File: src/rtl/hiscore_ram_arbiter.sv
// Shares the CPU work-RAM port with the hiscore engine: pauses the CPU, lets the
// bus settle, grants the port, then parks it briefly before handing it back.
module hiscore_ram_arbiter #(
    parameter int SETTLE_CYCLES  = 4,
    parameter int RELEASE_CYCLES = 2,
    parameter int ACK_TIMEOUT    = 1023
) (
    input  logic        clk_sys,
    input  logic        reset,
    input  logic [15:0] cpu_addr,
    input  logic [7:0]  cpu_din,
    input  logic        cpu_cs,
    input  logic        cpu_we,
    output logic [7:0]  cpu_dout,
    input  logic        hs_intent_read,
    input  logic        hs_intent_write,
    input  logic [15:0] hs_address,
    input  logic [7:0]  hs_data_in,
    input  logic        hs_write,
    output logic [7:0]  hs_data_out,
    output logic        hs_grant,
    output logic        pause_req,
    input  logic        pause_ack,
    output logic [15:0] ram_addr,
    output logic [7:0]  ram_din,
    output logic        ram_we,
    input  logic [7:0]  ram_dout,
    output logic        timeout_err
);

    localparam int WAIT_W   = (ACK_TIMEOUT    > 0) ? $clog2(ACK_TIMEOUT + 1)    : 1;
    localparam int SETTLE_W = (SETTLE_CYCLES  > 0) ? $clog2(SETTLE_CYCLES + 1)  : 1;
    localparam int REL_W    = (RELEASE_CYCLES > 0) ? $clog2(RELEASE_CYCLES + 1) : 1;

    typedef enum logic [2:0] {
        ST_IDLE,
        ST_REQ_PAUSE,
        ST_SETTLE,
        ST_GRANT,
        ST_RELEASE
    } state_t;

    state_t              r_state;
    state_t              w_next;
    logic [WAIT_W-1:0]   r_wait_cnt;
    logic [SETTLE_W-1:0] r_settle_cnt;
    logic [REL_W-1:0]    r_rel_cnt;
    logic                r_timeout_err;
    logic [7:0]          r_cpu_dout;
    logic [15:0]         r_addr_hold;

    logic w_intent;
    logic w_wait_done;
    logic w_settle_done;
    logic w_rel_done;
    logic w_timeout_hit;
    logic w_cpu_side;
    logic w_grant;

    assign w_intent      = hs_intent_read | hs_intent_write;
    // Each "done" fires on the last cycle of its phase, so a phase lasts exactly N cycles.
    assign w_wait_done   = (int'(r_wait_cnt)   + 1 >= ACK_TIMEOUT);
    assign w_settle_done = (int'(r_settle_cnt) + 1 >= SETTLE_CYCLES);
    assign w_rel_done    = (int'(r_rel_cnt)    + 1 >= RELEASE_CYCLES);

    // State register and all sequential state.
    // NOTE: sequential state uses non-blocking assignments so every register
    // samples the pre-edge values; blocking here would create ordering races.
    always_ff @(posedge clk_sys) begin
        // NOTE: reset is synchronous, so it only acts on a clock edge.
        if (reset) begin
            r_state       <= ST_IDLE;
            r_wait_cnt    <= '0;
            r_settle_cnt  <= '0;
            r_rel_cnt     <= '0;
            r_timeout_err <= 1'b0;
            r_cpu_dout    <= 8'h00;
            r_addr_hold   <= 16'h0000;
        end else begin
            r_state <= w_next;

            if (r_state == ST_REQ_PAUSE && w_next == ST_REQ_PAUSE) begin
                if (r_wait_cnt != WAIT_W'(ACK_TIMEOUT))
                    r_wait_cnt <= r_wait_cnt + 1'b1;
            end else begin
                r_wait_cnt <= '0;
            end

            if (r_state == ST_SETTLE && w_next == ST_SETTLE) begin
                if (r_settle_cnt != SETTLE_W'(SETTLE_CYCLES))
                    r_settle_cnt <= r_settle_cnt + 1'b1;
            end else begin
                r_settle_cnt <= '0;
            end

            if (r_state == ST_RELEASE && w_next == ST_RELEASE) begin
                if (r_rel_cnt != REL_W'(RELEASE_CYCLES))
                    r_rel_cnt <= r_rel_cnt + 1'b1;
            end else begin
                r_rel_cnt <= '0;
            end

            if (w_timeout_hit)
                r_timeout_err <= 1'b1;

            if (w_cpu_side) begin
                r_cpu_dout  <= ram_dout;
                r_addr_hold <= cpu_addr;
            end
        end
    end

    // Next-state logic.
    always_comb begin
        // NOTE: every combinational output gets a default first, so no path
        // leaves it unassigned and no latch is inferred.
        w_next        = r_state;
        w_timeout_hit = 1'b0;
        case (r_state)
            ST_IDLE: begin
                if (w_intent)
                    w_next = ST_REQ_PAUSE;
            end
            ST_REQ_PAUSE: begin
                if (pause_ack) begin
                    w_next = (SETTLE_CYCLES == 0) ? ST_GRANT : ST_SETTLE;
                end else if (!w_intent) begin
                    w_next = ST_RELEASE;
                end else if (w_wait_done) begin
                    w_next        = ST_RELEASE;
                    w_timeout_hit = 1'b1;
                end
            end
            ST_SETTLE: begin
                if (!w_intent)
                    w_next = ST_RELEASE;
                else if (w_settle_done)
                    w_next = ST_GRANT;
            end
            ST_GRANT: begin
                if (!w_intent)
                    w_next = ST_RELEASE;
            end
            ST_RELEASE: begin
                if (w_rel_done)
                    w_next = ST_IDLE;
            end
            default: w_next = ST_IDLE;
        endcase
    end

    // Output logic: port mux decoded straight from the registered state.
    always_comb begin
        w_cpu_side = 1'b0;
        w_grant    = 1'b0;
        ram_addr   = cpu_addr;
        ram_din    = cpu_din;
        ram_we     = cpu_cs & cpu_we;
        case (r_state)
            ST_IDLE, ST_REQ_PAUSE: begin
                w_cpu_side = 1'b1;
            end
            ST_GRANT: begin
                w_grant  = 1'b1;
                ram_addr = hs_address;
                ram_din  = hs_data_in;
                ram_we   = hs_write;
            end
            default: begin
                ram_addr = r_addr_hold;
                ram_we   = 1'b0;
            end
        endcase
    end

    assign pause_req   = (r_state != ST_IDLE);
    assign hs_grant    = w_grant;
    assign hs_data_out = w_grant ? ram_dout : 8'h00;
    assign cpu_dout    = r_cpu_dout;
    assign timeout_err = r_timeout_err;

endmodule

File: config.mk
export PLATFORM = sky130hd
export DESIGN_NAME = hiscore_ram_arbiter
export DESIGN_NICKNAME = d
export VERILOG_FILES = /design/src/rtl/hiscore_ram_arbiter.sv
export SDC_FILE = /design/constraint.sdc
export NUM_CORES = 1
export LEC_CHECK = 0
export BUFFER_PORTS_ARGS = -buffer_cell sky130_fd_sc_hd__buf_2
export CORE_MARGIN = 2
export CORE_UTILIZATION = 50
export DETAILED_ROUTE_END_ITERATION = 16
export GPL_TIMING_DRIVEN = 1
export PLACE_DENSITY = 0.85
export RECOVER_POWER = 100
export SLEW_MARGIN = 0
export SYNTH_ARGS = -nofsm -noshare
export SYNTH_HDL_FRONTEND = slang
export SYNTH_SLANG_ARGS = --single-unit
File: constraint.sdc
create_clock -name clk_sys -period 4.2 [get_ports clk_sys]
set_input_delay 0.21 -clock clk_sys [delete_from_list [all_inputs] [get_ports clk_sys]]
set_output_delay 0.21 -clock clk_sys [all_outputs]
set_load 0.01 [all_outputs]
==> results of run 1 <==
## through the flow
stage / hold WS, ps / setup slack, ps
6_report: 157.9 / 988.8
5_1_grt: 164.0 / 733.4
4_1_cts: 152.7 / 1148
3_5_place_dp: 445.6 / 1496
3_3_place_gp: 441.0 / 1606
2_1_floorplan: 346.0 / 2567
## cell type report
type / instances / area (sq um) / share of cell area (%)
Multi-Input combinational cell: 216 / 1225 / 44.50
Sequential cell: 43 / 860.8 / 31.27
Timing Repair Buffer: 108 / 484.2 / 17.59
Clock buffer: 6 / 82.58 / 3.000
Tap cell: 52 / 65.06 / 2.364
Inverter: 8 / 30.03 / 1.091
Clock inverter: 1 / 5.005 / 0.1818
## tightest hold or removal path, stage by stage
cell and delay, ps:
buf_2 100, nand2_1 50, a21oi_1 50
## power breakdown
part,leakage (nW),switching [mW],internal (mW)
combinational,0.837,0.0987,0.0728
clock,0.0470,0.136,0.129
sequential,0.353,0.0132,0.429
total,1.24,0.248,0.631
## per-layer routing
| metal | global-route usage (%) | part of all wire (%) |
|---|---|---|
| met3 | 4.843 | 5.8 |
| met2 | 40.60 | 50 |
| met1 | 24.87 | 42 |
| met4 | 9.434 | 2.1 |
| met5 | 0 | 0 |
## flip-flops by register name, summed over array words and instances (netlist names)
name / cells
r_settle_cnt: 3
r_state: 3
timeout_err: 1
r_wait_cnt: 10
r_rel_cnt: 2
r_addr_hold: 16
cpu_dout: 8
## final timing paths
kind,from,endpoint,slack (ps),depth (start not counted)
worst max register to register,r_state[2],r_wait_cnt[6],990,5
worst min-delay path,ram_dout[2],cpu_dout[2],160,3
worst min register to register,cpu_dout[3],cpu_dout[3],460,2
worst max-delay path,r_state[2],r_wait_cnt[6],990,5
## cells in the final DEF, fill, tap and decap left out, drive strengths merged, types with 4 or more instances in the layout
cell type,netlist,routed
and3,10,10
o21ai,4,4
a21oi,30,30
clkbuf,11,51
xnor2,4,4
buf,6,63
nand3,5,5
mux2i,18,18
nor2,43,43
nand2,54,54
nor3,11,11
inv,7,7
dfxtp,43,43
ha,6,6
## cell families after synthesis
logic type                 after synthesis
and+or+nand+nor                        141
AOI/OAI and AO/OA                       44
DFF                                     43
buffers and inverters                   25
muxes                                   18
xor gates and xnor gates                 7
adders and majority gates                6
==> reports/metrics.cfg, run 1 <==
[run_status]
status=complete, no violations

[detailed_routing]
postRouteAntennaNets=0
drt_iter0_drc=93
wl_per_cell_um=12.53
vias=2251
drcViolationCount=0
first_pass_iters=4
drt-vias-per-instance=5.187
finalWirelength_um=5440

[power]
cellPowerDensity_nw_per_um2=319.2
peakVddDrop_uv=193.4
p_total_mw=0.8786
total_leakage_power_nw=1.238

[synth]
ys_async_sr_fraction_pct=0
synth_top_family_by_area=simple AND/OR/NAND/NOR gates
yosys_warnings=0
syn_area_per_cell_sq_um=7.917
synthCells=284
synth_fa_ha_area_share_pct=3.339
netlist.area_leader.share_pct=38.29
synth_xor_area_share_pct=2.727
synthMuxAreaShare_pct=8.013
synth_cell_types=40
synth_commonest_cells=54 x nand2_1, 43 x dfxtp_1, 43 x nor2_1, 30 x a21oi_1, 18 x mux2i_1
synth_edf_count=0
synth_fp_nets=354
yosysTopAreaCell=dfxtp_1
synth_compound_area_share_pct=11.63
synth_area_sq_um=2248
yosysMostFrequentCell=nand2_1
synth.area.top_cells=dfxtp_1 38%, nand2_1 9.0%, mux2i_1 8.0%
ys_ff_latch=43
yosysSeqAreaShare_pct=38.29
yosys.area_share.simple_pct=30.66
synthFlopType=dfxtp_1

[sta]
clock_skew_ps=6.307
fmax_mhz=311.4
tightest_slew_ps=1157
rsz0062_at_grt=no
setup_tns_ps=0
fin_crit_ps=3211
period_share_pct=76.46
setup_viol_count_final=0
slew_viol_final=0
slew_headroom_pct=22.67
hold_violations=0

[placement]
numPlacedInstances=427
io_buffers=107
dp_hpwl_um=4084
gp_congestion=0.8794
place_area_sq_um=2766

[setup_path]
crit_path_end_kind=register
critical-path-top-delay-family=simple AND/OR/NAND/NOR gates
path_buf_inv=1
arrival_ps=3420
cp.required_ps=4410
worst_path_max_delay_cell=nor4_1
critPathLaunchType=register
path_cells=or2_0, clkbuf_1, nor4_1, nand2b_1, nor3_1
crit_path_max_incr_delay_ps=1010
worstSetupPathType=reg -> reg
cp_max_fo=18

[floorplan]
rows=24
die_x_um=71.06
coreArea_sq_um=4354
initial_utilization_pct=51.64
die_y_um=71.06
dieArea_sq_um=5050
io_pins=108

[clocking]
clkSinkCount=43
cts_resized=0
cts-root-buf=clkbuf_8
insertion_delay_ps=300
cts_buffer_depth=2
htree_num_levels=2
cts_tree=yes
cts_setup_buffers=0
clk_pin_slew_worst_paths_ps=80
cts_hold_buf=0
cts_buffers=5

[grt]
grt_max_degree=42
grt_pass1_vias=2159
antenna_found_initial=0
grt_pass1_wl_um=9039
grt_overflow=0
grt_usage_pct=22.28

[final_layout]
fin_cells=434
fin_nets=452
insertedDiodeCount=0
fillCellCount=393
fin_util_pct=63.22
area_growth_pct=22.43
design_area_sq_um=2753
drive_above_1_share_pct=19.11

[hold_path]
min_path_type=in -> reg

[run]
drv_cap=0

Note: power is estimated with default switching activity, not from simulation.
==> inputs of run 2 (changes only) <==
- CORE_UTILIZATION: 50 -> 42
- PLACE_DENSITY: 0.85 -> 0.76
- clock period: 4.2 -> 2.95 ns (I/O delays scaled with it)
==> run 2 against run 1 <==
  * Hold slack got worse by 67 ps
  * Critical path depth did not move
  * Register-to-register slack worse by 120 ps
  * Sequential power is 43% higher
  * Wire length decreased by 1.5%
  * Flip-flop and latch count did not move
  * Count of clock-buffer cells in the layout unchanged
  * Global-route usage fell by 3.9 points
  * Final area grew 3.5%
  * Core utilization shrank 7.8 points
  * Critical path type is now reg -> out
==> reports/metrics.cfg, run 2 (synthesis results as in run 1) <==
[placement]
gp_congestion=0.8096  ; -7.9%
dp_hpwl_um=4134  ; +1.2%
io_buffers=107  ; unchanged

[final_layout]
drive_above_1_share_pct=20.73  ; +1.6 points
fin_util_pct=55.40  ; -7.8 points
fillCellCount=542  ; +38%
area_growth_pct=26.66
fin_nets=455  ; +0.66%
final_common_cell=buf_2
insertedDiodeCount=0  ; unchanged
multiInputGateArea_sq_um=1250  ; +2.0%
final_cell_mix=65 x buf_2, 54 x nand2_1, 45 x clkbuf_1, 43 x nor2_1, 43 x dfxtp_1
largest_reg_flops=16  ; unchanged
largest_register=r_addr_hold
seq_area_sq_um=860.8  ; unchanged

[setup_path]
cp_max_fo=17  ; -1
worstSetupPathType=reg -> out
crit_path_end_kind=primary output
critPathLaunchType=register
cp.required_ps=2800  ; -1610 ps
regToRegSetupSlack_ps=870  ; -120 ps
r2r_cells=4  ; -1
arrival_ps=2290  ; -1130 ps
worstReg2RegStart=r_state[2]
r2r_end=r_wait_cnt[3]

[clocking]
cts_hold_buf=0  ; unchanged
clkSinkCount=43  ; unchanged
clk_pin_slew_worst_paths_ps=80  ; about the same
cts_buffer_depth=2  ; unchanged
insertion_delay_ps=300  ; about the same
cts_setup_buffers=0  ; unchanged
cts-root-buf=clkbuf_8
cts_resized=0  ; unchanged
cts_tree=yes
htree_num_levels=2  ; unchanged
cts_buffers=5  ; unchanged

[detailed_routing]
wl_per_cell_um=11.75  ; -6.2%
postRouteAntennaNets=0  ; unchanged
vias=2243  ; -0.36%
finalWirelength_um=5360  ; -1.5%
first_pass_iters=4  ; unchanged
drt_iter0_drc=148  ; +59%
drcViolationCount=0  ; unchanged
drt-vias-per-instance=4.919  ; -5.2%

[power]
total_leakage_power_nw=1.265  ; +2.2%
cellPowerDensity_nw_per_um2=473.9  ; +48%
peakVddDrop_uv=252.0  ; +30%

[grt]
grt_usage_pct=18.43  ; -3.9 points
grt_pass1_wl_um=8970  ; -0.76%
grt-busiest-layer=met2
use_met3_pct=5.294  ; +0.45 points
antenna_found_initial=0  ; unchanged
use_met1_pct=21.56  ; -3.3 points
met2_usage_pct=31.91  ; -8.7 points
grt_overflow=0  ; unchanged
grt_max_degree=32  ; -24%
grt_pass1_vias=2096  ; -2.9%

[hold_path]
hold_depth=3  ; unchanged
min_path_type=in -> reg
holdCritStartpoint=ram_dout[7]
min_to=cpu_dout[7]

[sta]
setup_tns_ps=0  ; unchanged
fmax_mhz=410.9
setup_viol_count_final=0  ; unchanged
tightest_slew_ps=728.5  ; -428.7 ps
clock_skew_ps=4.126  ; -2.181 ps
fin_crit_ps=2434
rsz0062_at_grt=no
slew_headroom_pct=51.44  ; +29 points
slew_viol_final=0  ; unchanged
hold_violations=0  ; unchanged
period_share_pct=82.50

[run]
drv_cap=0  ; unchanged

[floorplan]
dieArea_sq_um=5954  ; +18%
initial_utilization_pct=43.74  ; -7.9 points
die_y_um=77.17  ; +8.6%
coreArea_sq_um=5140  ; +18%
die_x_um=77.17  ; +8.6%
io_pins=108  ; unchanged
rows=26  ; +8.3%

[run_status]
status=complete, no violations

-- run 2: cell count changes in the layout (fill, tap and decap cells not counted), sizes merged --
cell    previous run  this run
bufinv             0         1
buf               63        66
-- run 2: worst max-delay path, cell delays in order, from the launching register on --
cell	delay, ps
dfxtp_1	450
or2_1	620
clkbuf_1	390
mux2i_1	280
a21oi_1	100
clkbuf_1	140
-- run 2: area by class of cell --
type	count	area share [%]
Multi-Input combinational cell	216	43.89
Clock buffer	6	2.900
Clock inverter	2	1.230
Inverter	8	1.054
Timing Repair Buffer	111	17.62
Sequential cell	43	30.23
Tap cell	70	3.076
-- run 2: per-layer routing --
layer / wire length [um] / up-vias / part of all wire (%)
li1: - / 1155 / -
met1: 2180 / 1006 / 41
met2: 2771 / 74 / 52
met3: 335 / 8 / 6.3
met4: 73 / 0 / 1.4
met5: 0 / - / 0
-- run 2: worst max-delay path by stage --
stage             startpoint             to  slack [ps]  depth (start not counted)
6_report          r_state[2]   ram_addr[13]         520                          5
5_1_grt           r_state[1]    ram_addr[3]         270                          6
4_1_cts           r_state[2]         ram_we         630                          6
3_5_place_dp      r_state[2]   ram_addr[13]         950                          5
3_3_place_gp      r_state[2]   ram_addr[13]         990                          5
2_1_floorplan  r_wait_cnt[0]  r_wait_cnt[4]        1320                          6
-- run 2: stage by stage --
step | instance area, sq um | hold WS, ps | total power [mW] | setup slack [ps] | std cells
after floorplan | 2248 | 283.5 | 0.7935 | 1317 | 284
after global placement | 2811 | 400.9 | 0.9027 | 991.6 | 448
after detailed placement | 2811 | 407.7 | 0.9077 | 947.3 | 448
after CTS | 2929 | 86.46 | 1.382 | 625.6 | 456
after global routing | 2848 | 87.84 | 1.418 | 268.0 | 456
final | 2848 | 90.73 | 1.350 | 516.3 | 456
-- run 2: report_power, final --
part | switching, mW | internal (mW)
clock | 0.200 | 0.274
combinational | 0.140 | 0.105
sequential | 0.0190 | 0.611
total | 0.360 | 0.990
==> inputs of run 3 (changes only) <==
- CORE_UTILIZATION: 42 -> 46
- PLACE_DENSITY: 0.76 -> 0.79
- clock period: 2.95 -> 2.6 ns (I/O delays scaled with it)
==> run 3 against run 2 <==
  * Non-clock buffer count fell by 2
  * Clock skew rose by 3.0 ps
  * Total power rose by 19%
==> reports/metrics.cfg, run 3 (synthesis results as in run 1) <==
[floorplan]
die_y_um=73.92  ; -4.2%
dieArea_sq_um=5463  ; -8.2%
initial_utilization_pct=47.60  ; +3.9 points
io_pins=108  ; unchanged
coreArea_sq_um=4723  ; -8.1%
rows=25  ; -3.8%
die_x_um=73.92  ; -4.2%

[grt]
grt_pass1_wl_um=9011  ; +0.46%
grt_pass1_vias=2045  ; -2.4%
grt_usage_pct=21.31  ; +2.9 points
grt_overflow=0  ; unchanged
grt_max_degree=41  ; +28%
antenna_found_initial=0  ; unchanged

[clocking]
cts_resized=0  ; unchanged
clk_pin_slew_worst_paths_ps=80  ; about the same
cts_tree=yes
cts_buffers=5  ; unchanged
cts_buffer_depth=2  ; unchanged
cts_setup_buffers=0  ; unchanged
htree_num_levels=2  ; unchanged
cts_hold_buf=0  ; unchanged
clkSinkCount=43  ; unchanged
cts-root-buf=clkbuf_8
insertion_delay_ps=300  ; about the same

[sta]
slew_headroom_pct=57.90  ; +6.5 points
setup_tns_ps=0  ; unchanged
period_share_pct=85.48
rsz0062_at_grt=no
final.setup.worst_slack_ps=377.6  ; -138.7 ps
clock_skew_ps=7.132  ; +3.007 ps
hold_violations=0  ; unchanged
setup_viol_count_final=0  ; unchanged
fmax_mhz=450.0
slew_viol_final=0  ; unchanged
tightest_slew_ps=631.5  ; -96.98 ps
fin_crit_ps=2222

[power]
peakVddDrop_uv=282.9  ; +12%
total_leakage_power_nw=1.270  ; +0.39%
cellPowerDensity_nw_per_um2=566.1  ; +19%

[final_layout]
insertedDiodeCount=0  ; unchanged
fin_nets=453  ; -0.44%
largest_register=r_addr_hold
drive_above_1_share_pct=19.79  ; -0.93 points
final_cell_mix=64 x buf_2, 54 x nand2_1, 44 x clkbuf_1, 43 x nor2_1, 43 x dfxtp_1
area_growth_pct=26.27
final_common_cell=buf_2
largest_reg_flops=16  ; unchanged

[setup_path]
arrival_ps=2090  ; -200 ps
crit_path_end_kind=primary output
cp.required_ps=2470  ; -330 ps
worstSetupPathType=reg -> out
cp_max_fo=18  ; +1
critPathLaunchType=register

[detailed_routing]
drt-vias-per-instance=4.969  ; +1.0%
first_pass_iters=4  ; unchanged
postRouteAntennaNets=0  ; unchanged
drcViolationCount=0  ; unchanged
drt_iter0_drc=81  ; -45%
vias=2241  ; -0.089%
wl_per_cell_um=12.35  ; +5.1%
finalWirelength_um=5571  ; +3.9%

[run]
drv_cap=0  ; unchanged

[placement]
place_ws_ps=652.9  ; -294.4 ps
gp_congestion=0.8806  ; +8.8%
dp_hpwl_um=4203  ; +1.7%
io_buffers=107  ; unchanged

[hold_path]
min_path_type=in -> reg

[run_status]
status=complete, no violations

## run 3: cell types whose count changed in the layout (fill, tap and decap cells not counted)
cell	previous run	this run
clkbuf_8	6	5
clkbuf_1	45	44
nor3_1	7	10
bufinv_16	1	2
buf_2	65	64
buf_4	1	2
clkinv_2	1	0
nor3_2	4	1
## run 3: final timing paths
| check | to | startpoint | slack, ps | cells after the start |
|---|---|---|---|---|
| min reg2reg | cpu_dout[6] | cpu_dout[6] | 460 | 2 |
| max reg2reg | r_state[0] | r_wait_cnt[0] | 610 | 5 |
| min | cpu_dout[1] | ram_dout[1] | 70 | 3 |
| max | ram_addr[9] | r_state[2] | 380 | 5 |
## run 3: layout make-up
class                           instances  area [sq um]
Sequential cell                        43         860.8
Fill cell                             459          1884
Tap cell                               67         83.83
Inverter                                8         30.03
Multi-Input combinational cell        216          1235
Clock inverter                          2         60.06
Timing Repair Buffer                  109         496.7
Clock buffer                            6         72.57
## run 3: metrics by stage
step                std cells  cell area (sq um)  util (%)  hold WS, ps  total power [mW]
finish                    451               2839     60.11        71.62             1.607
global route              451               2839     60.11        77.69             1.684
CTS                       451               2925     61.93        64.80             1.633
detailed placement        443               2793     59.13        388.1             1.027
global placement          443               2793     59.13        381.9             1.022
floorplan                 284               2248         -        266.0            0.9004
## run 3: routing by layer
layer	GRT usage, %	part of all wire [%]	up-vias
met5	0	0	-
met4	6.667	1.3	0
met3	6.310	6.4	8
met2	36.21	50	78
met1	25.90	43	1001
li1	-	-	1154
## run 3: power by group
group / total [mW] / switching (mW) / internal (mW)
sequential: 0.716 / 0.0227 / 0.693
combinational: 0.280 / 0.161 / 0.119
clock: 0.612 / 0.228 / 0.384
total: 1.61 / 0.411 / 1.20
## run 3: critical path, cell delays in order (launching register included)
cell      delay, ps
dfxtp_1         450
or2_1           450
buf_4           360
mux2i_1         260
a21oi_1         110
clkbuf_1        150
